$ cat src/rtl/fetch_stage_pkg.sv
// Shared fetch-side definitions: fetch FSM encoding, text-segment defaults, instruction width.
package fetch_stage_pkg;

   localparam int unsigned INSTR_W           = 32;
   localparam logic [31:0] DEF_TEXT_BASE     = 32'h0040_0000;
   localparam logic [31:0] DEF_RESET_PC      = 32'h0040_0000;
   localparam int unsigned DEF_TEXT_WORDS    = 256;

   typedef enum logic [1:0] {
      ST_BOOT  = 2'd0,
      ST_RUN   = 2'd1,
      ST_FAULT = 2'd2
   } fetch_state_e;

endpackage

$ cat src/rtl/fetch_stage_pc_range_check.sv
// Pure combinational legality check of a word address against the text segment.
// The bounds are compared in 33 bits, so a segment ending at 4 GiB cannot wrap to zero.
module fetch_stage_pc_range_check
   import fetch_stage_pkg::*;
#(
   parameter logic [31:0] TEXT_BASE  = DEF_TEXT_BASE,
   parameter int unsigned TEXT_WORDS = DEF_TEXT_WORDS
) (
   input  logic [31:0] i_pc,
   output logic        o_bad
);

   localparam logic [32:0] LO_BOUND = {1'b0, TEXT_BASE};
   localparam logic [32:0] HI_BOUND = LO_BOUND + (33'(TEXT_WORDS) * 33'd4);

   logic [32:0] w_pc33;

   assign w_pc33 = {1'b0, i_pc};
   assign o_bad  = (i_pc[1:0] != 2'b00) || (w_pc33 < LO_BOUND) || (w_pc33 >= HI_BOUND);

endmodule

$ cat src/rtl/fetch_stage.sv
// Instruction fetch: owns the PC, drives the fetch address and captures the returned word into IF/ID.
// A bad PC in RUN latches a sticky fault and freezes fetch until reset.
module fetch_stage
   import fetch_stage_pkg::*;
#(
   parameter logic [31:0] RESET_PC   = DEF_RESET_PC,
   parameter logic [31:0] TEXT_BASE  = DEF_TEXT_BASE,
   parameter int unsigned TEXT_WORDS = DEF_TEXT_WORDS
) (
   input  logic               clock,
   input  logic               clear_n,
   input  logic               stall,
   input  logic               redirect_valid,
   input  logic [31:0]        redirect_target,
   output logic [31:0]        mem_addr,
   input  logic [INSTR_W-1:0] mem_instr,
   output logic               if_id_valid,
   output logic [INSTR_W-1:0] if_id_instr,
   output logic [31:0]        if_id_pc,
   output logic [31:0]        if_id_pc_plus4,
   output logic               fault,
   output logic [31:0]        fault_pc,
   output logic [31:0]        fetch_count
);

   fetch_state_e       r_state;
   fetch_state_e       w_state_nxt;
   logic [31:0]        r_pc;
   logic               r_if_id_valid;
   logic [INSTR_W-1:0] r_if_id_instr;
   logic [31:0]        r_if_id_pc;
   logic [31:0]        r_if_id_pc_plus4;
   logic               r_fault;
   logic [31:0]        r_fault_pc;
   logic [31:0]        r_fetch_count;

   logic               w_bad_pc;
   logic [31:0]        w_pc_plus4;
   logic               w_capture;
   logic               w_redirect;
   logic               w_take_fault;

   fetch_stage_pc_range_check #(
      .TEXT_BASE  (TEXT_BASE),
      .TEXT_WORDS (TEXT_WORDS)
   ) u_pc_check (
      .i_pc  (r_pc),
      .o_bad (w_bad_pc)
   );

   assign w_pc_plus4 = r_pc + 32'd4;

   always_ff @(posedge clock or negedge clear_n) begin
      if (!clear_n) r_state <= ST_BOOT;
      else          r_state <= w_state_nxt;
   end

   // Priority in RUN: bad PC, then redirect (which beats stall), then stall, then capture.
   always_comb begin
      w_state_nxt  = r_state;
      w_capture    = 1'b0;
      w_redirect   = 1'b0;
      w_take_fault = 1'b0;
      case (r_state)
         ST_BOOT: w_state_nxt = ST_RUN;
         ST_RUN: begin
            if (w_bad_pc) begin
               w_state_nxt  = ST_FAULT;
               w_take_fault = 1'b1;
            end else if (redirect_valid) begin
               w_redirect = 1'b1;
            end else if (!stall) begin
               w_capture = 1'b1;
            end
         end
         ST_FAULT: w_state_nxt = ST_FAULT;
         default:  w_state_nxt = ST_BOOT;
      endcase
   end

   always_ff @(posedge clock or negedge clear_n) begin
      if (!clear_n) begin
         r_pc             <= RESET_PC;
         r_if_id_valid    <= 1'b0;
         r_if_id_instr    <= '0;
         r_if_id_pc       <= '0;
         r_if_id_pc_plus4 <= '0;
         r_fault          <= 1'b0;
         r_fault_pc       <= '0;
         r_fetch_count    <= '0;
      end else begin
         if (w_redirect)
            r_pc <= redirect_target;
         else if (w_capture)
            r_pc <= w_pc_plus4;

         if (w_take_fault || w_redirect)
            r_if_id_valid <= 1'b0;
         else if (w_capture)
            r_if_id_valid <= 1'b1;

         if (w_capture) begin
            r_if_id_instr    <= mem_instr;
            r_if_id_pc       <= r_pc;
            r_if_id_pc_plus4 <= w_pc_plus4;
            r_fetch_count    <= r_fetch_count + 32'd1;
         end

         if (w_take_fault) begin
            r_fault    <= 1'b1;
            r_fault_pc <= r_pc;
         end
      end
   end

   assign mem_addr       = r_pc;
   assign if_id_valid    = r_if_id_valid;
   assign if_id_instr    = r_if_id_instr;
   assign if_id_pc       = r_if_id_pc;
   assign if_id_pc_plus4 = r_if_id_pc_plus4;
   assign fault          = r_fault;
   assign fault_pc       = r_fault_pc;
   assign fetch_count    = r_fetch_count;

endmodule

$ cat config.mk
export PLATFORM = sky130hd
export DESIGN_NAME = fetch_stage
export DESIGN_NICKNAME = d
export VERILOG_FILES = /design/src/rtl/fetch_stage_pkg.sv /design/src/rtl/fetch_stage_pc_range_check.sv /design/src/rtl/fetch_stage.sv
export SDC_FILE = /design/constraint.sdc
export NUM_CORES = 1
export LEC_CHECK = 0
export ABC_AREA = 1
export BUFFER_PORTS_ARGS = -buffer_cell sky130_fd_sc_hd__buf_2
export CAP_MARGIN = 0
export CORE_UTILIZATION = 25
export DETAILED_ROUTE_END_ITERATION = 6
export GPL_TIMING_DRIVEN = 0
export MAX_ROUTING_LAYER = met4
export PLACE_DENSITY = 0.5
export SYNTH_ARGS = -nofsm -noshare
export SYNTH_HDL_FRONTEND = slang
export SYNTH_SLANG_ARGS = --single-unit
$ cat constraint.sdc
create_clock -name clock -period 2.3 [get_ports clock]
set_clock_uncertainty 0.15 [all_clocks]
set_input_delay 0.115 -clock clock [delete_from_list [all_inputs] [get_ports clock]]
set_output_delay 0.115 -clock clock [all_outputs]
set_load 0.01 [all_outputs]
==> flow_summary.ini <==
[status]
outcome = finished, final reports clean

[power]
gate_power_share_pct = 4.8
power.share.switching_pct = 23.00
post-layout-total-power_w = 0.006783
internal_power_w = 0.005223
power_per_cell_area_nw_per_um2 = 574.5
clockPowerShare_pct = 44.4
max-vdd-ir-drop_mv = 0.4899
power_leakage_nw = 6.418
seqPwrFrac_pct = 50.8
switching_power_w = 0.001560

[floorplan]
floorplan.initialDensity_pct = 25.51
die_area_sq_um = 35130
floorplan.die.height_um = 187.4
rows = 67
die_width_um = 187.4
core_area_sq_um = 33700
ioPinCount = 262

[global_routing]
grt_pass1_vias = 7948
grt_start_max_net_pins = 117
grt_pass1_wl_mm = 44.51
grtUsageTotal_pct = 16.77
grt_remaining_overflow = 0
grt_antenna_before_repair = 1

[setup_path]
crit_path_max_fanout = 5
ff2ff_setup_slack_ns = 0.20
critPathKind = flop to flop
worst_ep_required_time_ns = 2.48
worst_setup_path_start_kind = flop
worst_r2r_end = fetch_count[26]
worst_setup_path_end_kind = flop
r2r_cells = 10
worst-endpoint-arrival_ns = 2.28
regToRegStartpoint = fetch_count[1]
crit_path_start = fetch_count[1]

[finish]
layout.nets = 1454
fillers = 3618
layout_common_cells = nand2_1, buf_2, dfrtp_1
post_route_cells_drive_above_1_share_pct = 25.32
layout_commonest_cell = nand2_1
multi_input_comb_area_sq_um = 3127
seqCellArea_sq_um = 4856
area_growth_syn_to_layout_pct = 37.37

[run]
maxCapViolations = 0

[detailed_routing]
detailroute.via_count = 7945
firstDrtPassIters = 5
drtAntennaViolNets = 0
remaining_drc_errors = 0
drt-vias-per-instance = 4.311
drt_first_iter_violations = 373
drt_wl_total_mm = 27.94
routedWlPerCell_um = 15.16

[hold_path]
worst_min_path_start = stall
whs_path_depth = 5
min_path_type = input port to flop
worst_hold_path.endpoint = if_id_instr[0]

[timing]
rel_slew_slack_pct = 40.32
slew_viol_final = 0
fmaxAchievable_mhz = 476.4
setup_viol = 0
timing_hold_violations_final = 0
worst_hold_check_slack_ns = 0.008320
layout_worst_path_cycle_share_pct = 91.26
rsz0062_at_grt = no
fin_crit_ns = 2.099
worst-slew-pin-transition_ns = 0.8919

[synth]
syn-instance-count = 1035
yosys-top-cells-area = dfrtp_1, nand2_1, nand3_1, inv_1, nor2_1
yosys_warnings = 0
postSynthNetCount = 1108
synth_cell_type_count = 26
synth_area_sq_um = 8596
synth_seq_area_share_pct = 56.49
area_fraction_of_the_dominant_cell_type_after_synthesis_pct = 56.19
synthDominantAreaCellType = dfrtp_1
syn-mean-instance-area_sq_um = 8.305
ys_ff_latch = 194

[clock_network]
cts-buffers-inserted = 17
clock_tree_from_tritoncts = built
clkLatencyLatePin_ns = 0.45
cts-root-to-sink-buffers = 2
cts_root_buffer = clkbuf_16
clock_sink_count = 194
clock_input_transition_at_the_sequential_cells_of_the_worst_setup_and_hold_paths_ns = 0.07
cts-htree-levels = 4

[placed_design]
place_hpwl_mm = 20.27
globalplace.congestion = 0.8648
port_buffer_count = 260
cell type report:
class	count	area share, %
clock inverters	10	1.049
multi-input cells	688	26.48
flip-flops and latches	194	41.13
clock buffers	22	3.847
plain buffers	50	2.522
well taps	448	4.747
inverters	103	3.274
repair buffers	327	16.93
diodes	1	0.02119
critical path: stages, from the launching register on:
cell,delay [ns]
dfrtp_1,0.41
ha_2,0.30
inv_1,0.07
nor2_2,0.22
nand2_1,0.20
nor2_1,0.28
nand2_1,0.09
nand2_1,0.06
nand2_1,0.05
nand4_1,0.08
nand2_1,0.06
cells by family (layout without fill, tap and decap cells):
kind of cell,Yosys count,count (layout),share of synthesized area (%)
AO/OA/AOI/OAI,44,44,2.605
buffers and inverters,153,512,7.584
XOR/XNOR,19,19,1.936
adder cells (fa/ha/maj),5,5,0.7278
other,0,1,0
flip-flops,194,194,56.49
AND/OR/NAND/NOR,620,620,30.65
Yosys cell counts:
master / instances
nand4_1: 42
xnor2_1: 3
nor3_2: 1
inv_2: 15
nor2_2: 2
nand4_2: 1
nor2_1: 82
a21oi_1: 1
ha_1: 5
nand3b_1: 14
buf_2: 17
buf_6: 4
buf_1: 3
clkbuf_1: 19
nand3_2: 2
clkinv_1: 1
buf_4: 7
o21ai_0: 42
xor2_1: 16
nand3_1: 88
inv_1: 87
o21ai_2: 1
dfrtp_1: 193
nor2_4: 1
nand2_1: 387
dfstp_2: 1
what timing repair did:
action	in CTS	in global routing
resized for setup	6	25
setup endpoints to repair	70	172
setup buffers	0	0
cloned	0	0
hold endpoints to repair	143	0
hold buffers	66	0
metrics by stage:
| stage | setup TNS (ns) | std cells | instance area, sq um | util [%] | setup WS (ns) |
|---|---|---|---|---|---|
| 3_3_place_gp | -487.06 | 1743 | 10460 | 31.03 | -2.530 |
| 4_1_cts | 0 | 1842 | 11750 | 34.86 | 0.001525 |
| 3_5_place_dp | -1.604 | 1744 | 10500 | 31.14 | -0.09896 |
| 5_1_grt | 0 | 1843 | 11810 | 35.04 | 0.03155 |
| 6_report | 0 | 1843 | 11810 | 35.04 | 0.2011 |
| 2_1_floorplan | 0 | 1035 | 8596 | - | 0.4785 |
power groups by stage:
stage	sequential [W]	clock [W]	combinational (W)
after floorplan	0.00352	0	0.0000467
after global placement	0.00351	0	0.000233
after detailed placement	0.00351	0	0.000243
after CTS	0.00344	0.00314	0.000333
after global routing	0.00344	0.00325	0.000363
final	0.00344	0.00301	0.000326
worst max path at each step:
stage	depth (start not counted)	slack [ns]	end
after floorplan	10	0.48	fetch_count[26]
after global routing	9	0.03	fetch_count[29]
after global placement	1	-2.53	if_id_pc[17]
after CTS	8	0.002	if_id_instr[23]
final	10	0.20	fetch_count[26]
after detailed placement	7	-0.1	fault_pc[14]
sequential cells by signal (all words and copies together), names as in the netlist:
register / cells
fault: 1
fault_pc: 32
fetch_count: 32
if_id_instr: 32
if_id_pc: 32
if_id_pc_plus4: 30
if_id_valid: 1
mem_addr: 32
r_state: 2
per-layer routing:
metal | wire length (um) | share of wire, % | up-vias | track usage (%)
met5 | 0 | 0 | - | -
met4 | 388 | 1.4 | 0 | 4.784
met3 | 1436 | 5.1 | 19 | 3.640
met2 | 13100 | 47 | 210 | 26.98
met1 | 13020 | 47 | 3768 | 21.15
li1 | - | - | 3948 | -
Note: power is estimated with default switching activity, not from simulation.
